<file path="src/rtl/img_pkg.sv">
// Shared image-pipeline definitions: frame geometry, SRAM bus widths,
// BT.601-style luma coefficients (scaled by 256), the mean_threshold FSM
// state type and an RGB565 luma helper.
package img_pkg;

    localparam int unsigned PIX_W   = 16;
    localparam int unsigned ADDR_W  = 20;
    localparam int unsigned FRAME_W = 640;
    localparam int unsigned FRAME_H = 480;

    localparam logic [15:0] LUMA_R = 16'd77;
    localparam logic [15:0] LUMA_G = 16'd150;
    localparam logic [15:0] LUMA_B = 16'd29;

    typedef enum logic [2:0] {
        MT_IDLE,
        MT_P1_ADDR,
        MT_P1_CAP,
        MT_DIV,
        MT_P2_ADDR,
        MT_P2_CAP,
        MT_P2_WR,
        MT_DONE
    } mt_state_e;

    // 8-bit luma of an RGB565 pixel; channels widened by replicating their MSBs.
    // Coefficients sum to 256, so the weighted sum never exceeds 16 bits.
    function automatic logic [7:0] luma(input logic [PIX_W-1:0] px);
        logic [7:0]  r8;
        logic [7:0]  g8;
        logic [7:0]  b8;
        logic [15:0] sum;
        r8  = {px[15:11], px[15:13]};
        g8  = {px[10:5],  px[10:9]};
        b8  = {px[4:0],   px[4:2]};
        sum = LUMA_R * 16'(r8) + LUMA_G * 16'(g8) + LUMA_B * 16'(b8);
        return 8'(sum >> 8);
    endfunction

endpackage

</file>
<file path="src/rtl/seq_div.sv">
// Restoring unsigned divider, one quotient bit per cycle.
// Ports: i_clk, i_rst_n (async active-low), i_start (one-cycle load strobe),
//        i_dividend, i_divisor, o_quotient (valid when o_done pulses),
//        o_done (one-cycle pulse W cycles after the start edge).
module seq_div #(
    parameter int unsigned W = 8
) (
    input  logic         i_clk,
    input  logic         i_rst_n,
    input  logic         i_start,
    input  logic [W-1:0] i_dividend,
    input  logic [W-1:0] i_divisor,
    output logic [W-1:0] o_quotient,
    output logic         o_done
);

    localparam int unsigned CNT_W = $clog2(W + 1);

    logic [W-1:0]     rem_q, rem_d;
    logic [W-1:0]     quo_q, quo_d;
    logic [W-1:0]     dvs_q, dvs_d;
    logic [CNT_W-1:0] cnt_q, cnt_d;
    logic             busy_q, busy_d;
    logic             done_q, done_d;
    logic [W:0]       trial_c;

    // One restoring step per cycle; the dividend shifts out of quo as quotient bits shift in.
    always_comb begin
        rem_d   = rem_q;
        quo_d   = quo_q;
        dvs_d   = dvs_q;
        cnt_d   = cnt_q;
        busy_d  = busy_q;
        done_d  = 1'b0;
        trial_c = {rem_q, quo_q[W-1]} - {1'b0, dvs_q};
        if (i_start) begin
            rem_d  = '0;
            quo_d  = i_dividend;
            dvs_d  = i_divisor;
            cnt_d  = CNT_W'(W);
            busy_d = 1'b1;
        end else if (busy_q) begin
            if (!trial_c[W]) begin
                rem_d = trial_c[W-1:0];
                quo_d = {quo_q[W-2:0], 1'b1};
            end else begin
                rem_d = {rem_q[W-2:0], quo_q[W-1]};
                quo_d = {quo_q[W-2:0], 1'b0};
            end
            cnt_d = cnt_q - CNT_W'(1);
            if (cnt_q == CNT_W'(1)) begin
                busy_d = 1'b0;
                done_d = 1'b1;
            end
        end
    end

    always_ff @(posedge i_clk or negedge i_rst_n) begin
        if (!i_rst_n) begin
            rem_q  <= '0;
            quo_q  <= '0;
            dvs_q  <= '0;
            cnt_q  <= '0;
            busy_q <= 1'b0;
            done_q <= 1'b0;
        end else begin
            rem_q  <= rem_d;
            quo_q  <= quo_d;
            dvs_q  <= dvs_d;
            cnt_q  <= cnt_d;
            busy_q <= busy_d;
            done_q <= done_d;
        end
    end

    assign o_quotient = quo_q;
    assign o_done     = done_q;

endmodule

</file>
<file path="src/rtl/mean_threshold.sv">
// Frame binarization: pass 1 sums pixel luma, a sequential divide yields the
// frame mean, pass 2 rewrites each pixel in place as white (luma >= mean) or black.
// Ports: i_clk, i_rst_n (async active-low), i_start (level enable, held for the job),
//        i_sram_rdata (read data), o_sram_addr / o_sram_we / o_sram_wdata (SRAM port),
//        o_finished (high from DONE until i_start drops).
module mean_threshold
    import img_pkg::*;
#(
    parameter int unsigned       N_PIXELS  = FRAME_W * FRAME_H,
    parameter logic [ADDR_W-1:0] BASE_ADDR = '0,
    parameter int unsigned       ACC_W     = $clog2(N_PIXELS * 255 + 1)
) (
    input  logic              i_clk,
    input  logic              i_rst_n,
    input  logic              i_start,
    input  logic [PIX_W-1:0]  i_sram_rdata,
    output logic [ADDR_W-1:0] o_sram_addr,
    output logic              o_sram_we,
    output logic [PIX_W-1:0]  o_sram_wdata,
    output logic              o_finished
);

    localparam int unsigned      IDX_W    = (N_PIXELS > 1) ? $clog2(N_PIXELS) : 1;
    localparam logic [IDX_W-1:0] LAST_IDX = IDX_W'(N_PIXELS - 1);

    mt_state_e         state_q, state_d;
    logic [IDX_W-1:0]  idx_q, idx_d;
    logic [ACC_W-1:0]  acc_q, acc_d;
    logic [7:0]        mean_q, mean_d;
    logic [ADDR_W-1:0] addr_q, addr_d;
    logic              we_q, we_d;
    logic [PIX_W-1:0]  wdata_q, wdata_d;
    logic              fin_q, fin_d;

    logic              div_start_c;
    logic              div_done;
    logic [ACC_W-1:0]  div_quo;
    logic [7:0]        y_c;
    logic              last_c;
    logic [IDX_W-1:0]  idx_inc_c;

    assign y_c       = luma(i_sram_rdata);
    assign last_c    = (idx_q == LAST_IDX);
    assign idx_inc_c = idx_q + IDX_W'(1);

    // Divider is launched on the last pass-1 capture with the final sum, so the
    // quotient lands exactly as DIV completes its ACC_W+1 cycles.
    seq_div #(
        .W (ACC_W)
    ) u_div (
        .i_clk      (i_clk),
        .i_rst_n    (i_rst_n),
        .i_start    (div_start_c),
        .i_dividend (acc_d),
        .i_divisor  (ACC_W'(N_PIXELS)),
        .o_quotient (div_quo),
        .o_done     (div_done)
    );

    // Next-state and registered-output logic.
    always_comb begin
        state_d     = state_q;
        idx_d       = idx_q;
        acc_d       = acc_q;
        mean_d      = mean_q;
        addr_d      = addr_q;
        we_d        = 1'b0;
        wdata_d     = wdata_q;
        fin_d       = 1'b0;
        div_start_c = 1'b0;

        if (!i_start && state_q != MT_IDLE && state_q != MT_DONE) begin
            state_d = MT_IDLE;
        end else begin
            case (state_q)
                MT_IDLE: begin
                    idx_d = '0;
                    acc_d = '0;
                    if (i_start) begin
                        addr_d  = BASE_ADDR;
                        state_d = MT_P1_ADDR;
                    end
                end
                MT_P1_ADDR: state_d = MT_P1_CAP;
                MT_P1_CAP: begin
                    acc_d = acc_q + ACC_W'(y_c);
                    if (last_c) begin
                        idx_d       = '0;
                        div_start_c = 1'b1;
                        state_d     = MT_DIV;
                    end else begin
                        idx_d   = idx_inc_c;
                        addr_d  = BASE_ADDR + ADDR_W'(idx_inc_c);
                        state_d = MT_P1_ADDR;
                    end
                end
                MT_DIV: begin
                    if (div_done) begin
                        mean_d  = (div_quo > ACC_W'(255)) ? 8'hFF : div_quo[7:0];
                        addr_d  = BASE_ADDR;
                        state_d = MT_P2_ADDR;
                    end
                end
                MT_P2_ADDR: state_d = MT_P2_CAP;
                MT_P2_CAP: begin
                    wdata_d = (y_c >= mean_q) ? 16'hFFFF : 16'h0000;
                    we_d    = 1'b1;
                    state_d = MT_P2_WR;
                end
                MT_P2_WR: begin
                    if (last_c) begin
                        state_d = MT_DONE;
                    end else begin
                        idx_d   = idx_inc_c;
                        addr_d  = BASE_ADDR + ADDR_W'(idx_inc_c);
                        state_d = MT_P2_ADDR;
                    end
                end
                MT_DONE: begin
                    fin_d = i_start;
                    if (!i_start) begin
                        state_d = MT_IDLE;
                    end
                end
                default: state_d = MT_IDLE;
            endcase
        end
    end

    always_ff @(posedge i_clk or negedge i_rst_n) begin
        if (!i_rst_n) begin
            state_q <= MT_IDLE;
            idx_q   <= '0;
            acc_q   <= '0;
            mean_q  <= '0;
            addr_q  <= '0;
            we_q    <= 1'b0;
            wdata_q <= '0;
            fin_q   <= 1'b0;
        end else begin
            state_q <= state_d;
            idx_q   <= idx_d;
            acc_q   <= acc_d;
            mean_q  <= mean_d;
            addr_q  <= addr_d;
            we_q    <= we_d;
            wdata_q <= wdata_d;
            fin_q   <= fin_d;
        end
    end

    assign o_sram_addr  = addr_q;
    // Gated by i_start so an abort drops the strobe within the same cycle.
    assign o_sram_we    = we_q & i_start;
    assign o_sram_wdata = wdata_q;
    assign o_finished   = fin_q;

endmodule

</file>
<file path="config.mk">
export PLATFORM = sky130hd
export DESIGN_NAME = mean_threshold
export DESIGN_NICKNAME = d
export VERILOG_FILES = /design/src/rtl/img_pkg.sv /design/src/rtl/seq_div.sv /design/src/rtl/mean_threshold.sv
export SDC_FILE = /design/constraint.sdc
export NUM_CORES = 1
export LEC_CHECK = 0
export ABC_AREA = 1
export CAP_MARGIN = 20
export CORE_ASPECT_RATIO = 1.4
export CORE_MARGIN = 5
export CORE_UTILIZATION = 50
export DETAILED_ROUTE_END_ITERATION = 16
export PLACE_DENSITY_LB_ADDON = 0.05
export SLEW_MARGIN = 25
export SYNTH_ARGS = -nofsm -noshare
export SYNTH_HDL_FRONTEND = slang
export SYNTH_SLANG_ARGS = --single-unit
</file>
<file path="constraint.sdc">
create_clock -name i_clk -period 2.3 [get_ports i_clk]
set_clock_uncertainty 0.05 [all_clocks]
set_input_delay 0.23 -clock i_clk [delete_from_list [all_inputs] [get_ports i_clk]]
set_output_delay 0.23 -clock i_clk [all_outputs]
set_load 0.02 [all_outputs]
</file>
==> flow_summary.rst <==
.. list-table::
   :header-rows: 1

   * - Metric
     - Value
   * - Routability congestion estimate from global placement
     - 0.9190
   * - Top flip-flop cell by instance count after synthesis
     - sky130_fd_sc_hd__dfrtp_1
   * - Number of global-route vias before repair
     - 10,750
   * - Fraction of layout instances using a drive strength above 1
     - 0.2719
   * - Failing checks
     - setup timing
   * - Required time of the worst setup path
     - 2560 ps
   * - Synthesis warning total
     - 0
   * - Run status
     - finished, violations left
   * - Clock buffers created by TritonCTS
     - 17
   * - Number of placed I/O pins
     - 57
   * - Number of nets in the final layout
     - 1,895
   * - Routed via count divided by cell count
     - 5.097
   * - Multi-input logic area
     - 7849 sq um
   * - GR Util met3
     - 0.02690
   * - Initial cell density of the core
     - 0.5093
   * - Worst path max stage delay
     - 510 ps
   * - CTS tree
     - done
   * - Most congested layer reported by global routing
     - met2
   * - Number of fillers in the final layout
     - 1,883
   * - Share of the cycle needed by the critical path after routing
     - 2.837
   * - Signal arrival time at the worst endpoint
     - 6780 ps
   * - Largest net degree at the start of global routing
     - 56
   * - Slew at the pin closest to its max-slew limit
     - 695.5 ps
   * - Number of antenna violations at the first check in global routing
     - 0
   * - PortBufs
     - 55
   * - Mapped Area
     - 11,510 sq um
   * - FF/Latch Area
     - 3528 sq um
   * - Final setup violation count
     - 55
   * - Met1 usage in global routing
     - 0.2867
   * - Antenna fix cells
     - 0
   * - Routed Antenna Nets
     - 0
   * - Syn avg cell area
     - 7.631 sq um
   * - Overall track demand over capacity in global routing
     - 0.2308
   * - Maximum buffer depth of the clock tree
     - 2
   * - Post-route core utilization
     - 0.6793
   * - Horizontal die dimension
     - 138.3 um
   * - Synthesis-stage register bit count
     - 141
   * - First-pass GRT wire length
     - 50.57 mm
   * - Number of hold-slack violations in the final timing report
     - 0
   * - Count of H-tree levels built during CTS
     - 4
   * - Clock latency reported for the late side of the worst-skew pair
     - 420 ps
   * - Cell at the root of the clock tree
     - sky130_fd_sc_hd__clkbuf_16
   * - Critical Path Source Type
     - primary input
   * - Critical path peak fanout
     - 4
   * - Estimated wirelength of the detail-placed design
     - 22.18 mm
   * - Core region area
     - 22,610 sq um
   * - Number of standard cells in the layout, taps in and fillers out
     - 2,026
   * - Wire length reported by the detailed router
     - 29.86 mm
   * - Hold WC Path Type
     - primary input to async pin
   * - Die Area
     - 26,210 sq um
   * - Area added between synthesis and finish
     - 33.38%
   * - Fraction of registers with async set/reset
     - 1.000
   * - Clock Sinks
     - 141
   * - Post-CTS clock slew at the launch and capture registers of the worst setup and hold paths
     - 60 ps
   * - DRC violation count after routing
     - 0
   * - Maxcap violations
     - 0
   * - Sequential area share after synthesis
     - 0.3064
   * - RSZ-0062 raised after global routing
     - true
   * - Drt first-iter violations
     - 448
   * - Number of standard cells after synthesis
     - 1,509
   * - Worst-case setup margin in the final layout
     - -4225 ps
   * - Maximum clock frequency
     - 153.3 MHz
   * - Post-synthesis net count
     - 1,692
   * - Distinct cell type count of the synthesized netlist
     - 51
   * - Std cell rows
     - 65
   * - Max Slew Vio Count
     - 0
   * - Cell repeated most along the worst path
     - sky130_fd_sc_hd__ha_4
   * - Count of flip-flops with a built-in enable after synthesis
     - 0
   * - Met2 capacity usage during global routing
     - 0.4207
   * - Vias after detailed routing
     - 10,330
   * - Number of placed cells counting well taps
     - 1,967
   * - Drt first pass iters
     - 7
   * - Classification of the worst setup path
     - primary input to register
   * - GRT Residual Overflow
     - 0
   * - Min Clock Period, post-route
     - 6525 ps
   * - Tightest slew margin relative to the limit
     - 0.5328
   * - Wirelength per Cell
     - 14.74 um
   * - Library cell contributing the largest single delay on the critical path
     - sky130_fd_sc_hd__fa_1
   * - Height of the chip
     - 189.6 um
   * - Kind of end point of the critical path
     - register
[flip-flops by register name (all words and copies together) (netlist names), 3 cells and up]
name / flops
u_div.rem_q: 27
o_sram_addr: 19
u_div.o_quotient: 27
idx_q: 19
u_div.cnt_q: 5
state_q: 3
mean_q: 8
acc_q: 27
[Yosys cell counts (4+ instances only)]
library cell	n	area, sq um
sky130_fd_sc_hd__buf_4	21	157.7
sky130_fd_sc_hd__clkinv_1	8	30.03
sky130_fd_sc_hd__dfrtp_1	141	3528
sky130_fd_sc_hd__a21oi_1	35	175.2
sky130_fd_sc_hd__inv_2	6	22.52
sky130_fd_sc_hd__o21ai_1	5	25.02
sky130_fd_sc_hd__nor2_1	105	394.1
sky130_fd_sc_hd__and3_1	5	31.28
sky130_fd_sc_hd__or2_2	5	31.28
sky130_fd_sc_hd__buf_2	11	55.05
sky130_fd_sc_hd__ha_1	107	1339
sky130_fd_sc_hd__nand3_1	78	390.4
sky130_fd_sc_hd__xor2_1	25	219.0
sky130_fd_sc_hd__buf_6	5	56.30
sky130_fd_sc_hd__nand4_1	35	219.0
sky130_fd_sc_hd__fa_1	57	1141
sky130_fd_sc_hd__o22ai_1	11	68.82
sky130_fd_sc_hd__nor3_1	21	105.1
sky130_fd_sc_hd__inv_1	263	987.2
sky130_fd_sc_hd__o211ai_1	15	112.6
sky130_fd_sc_hd__o21ai_0	61	305.3
sky130_fd_sc_hd__clkbuf_1	4	15.01
sky130_fd_sc_hd__xnor2_1	5	43.79
sky130_fd_sc_hd__and2_1	4	25.02
sky130_fd_sc_hd__nand2_2	15	93.84
sky130_fd_sc_hd__nand2_1	415	1558
sky130_fd_sc_hd__a31oi_1	10	62.56
[cells in the final DEF (no fill, tap or decap), drive strengths merged, types with 2 or more instances in the layout]
cell type and count:
nand2 432, inv 273, buf 176, dfrtp 141, nor2 110, ha 107
nand3 81, o21ai 66, fa 57, clkdlybuf4s50 48, nand4 35, a21oi 35
xor2 25, nor3 23, clkbuf 21, o211ai 15, clkinv 13, o22ai 11
a31oi 10, or2 5, and3 5, xnor2 5, and2 4, nor4 3
o21bai 3, o21a 2, a31o 2, bufinv 2, clkinvlp 2, a211oi 2
[cell type report]
type	count	share of cell area
clock inverter	11	0.008880
inverter	279	0.06933
timing repair buffer	226	0.1272
multi-input combinational	1047	0.5110
clock buffer	21	0.02933
tap	301	0.02452
sequential	141	0.2297
[metal layers]
metal | vias up | part of all wire
met1 | 4929 | 0.43
li1 | 5155 | -
met2 | 172 | 0.51
met5 | - | 0
met4 | 0 | 0.026
met3 | 70 | 0.029
[kinds of logic (layout without fill, tap and decap cells)]
| family | after synthesis | after routing | synth area share |
|---|---|---|---|
| other | 1 | 1 | 0.0003257 |
| buffers and inverters | 321 | 537 | 0.1164 |
| AO/OA/AOI/OAI | 151 | 151 | 0.07508 |
| AND/OR/NAND/NOR | 701 | 701 | 0.2636 |
| XOR/XNOR | 30 | 30 | 0.02282 |
| flip-flops | 141 | 141 | 0.3064 |
| adder cells (fa/ha/maj) | 164 | 164 | 0.2154 |
[critical path: cells and delay by family]
kind,cells,cell delay (ps)
buffers and inverters,9,650
AOI/OAI and AO/OA,2,300
xor gates and xnor gates,2,360
and+or+nand+nor,16,1220
adders and majority gates,11,4020
[per-stage QoR]
step / area (sq um) / hold slack (ps) / setup slack [ps] / setup TNS [ps]
after floorplan: 11810 / -115.6 / -4074 / -211500
after global placement: 13570 / 172.3 / -5030 / -265570
after detailed placement: 13570 / 176.4 / -5105 / -269060
after CTS: 14640 / 300.6 / -4182 / -216890
after global routing: 15360 / 354.9 / -4568 / -236690
final: 15360 / 292.7 / -4225 / -219220
[timing repair]
item | 4_1_cts | 5_1_grt
resized for setup | 114 | 147
endpoints found under the setup margin | 55 | 72
pin swaps | 82 | 84
buffers inserted | 12 | 17
hold endpoints to repair | 52 | 0
hold buffers | 1 | 0
[path summary, 6_finish.rpt]
| check | from | end | slack [ps] | cells after the start |
|---|---|---|---|---|
| worst max-delay path | i_sram_rdata[9] | u_div.o_quotient[9] | -4230 | 40 |
| worst min-delay path | i_rst_n | o_sram_addr[6] | 290 | 2 |
| worst max register to register | idx_q[0] | u_div.o_quotient[25] | 130 | 14 |
| worst min register to register | o_sram_addr[9] | o_sram_addr[9] | 430 | 2 |
| max in group asynchronous | i_rst_n | acc_q[10] | 1170 | 3 |
| min in group i_clk | o_sram_addr[9] | o_sram_addr[9] | 430 | 2 |
Power is left out: the tool's default activity adds up to more than one toggle a clock period on the data nets, which glitch-free logic cannot reach.
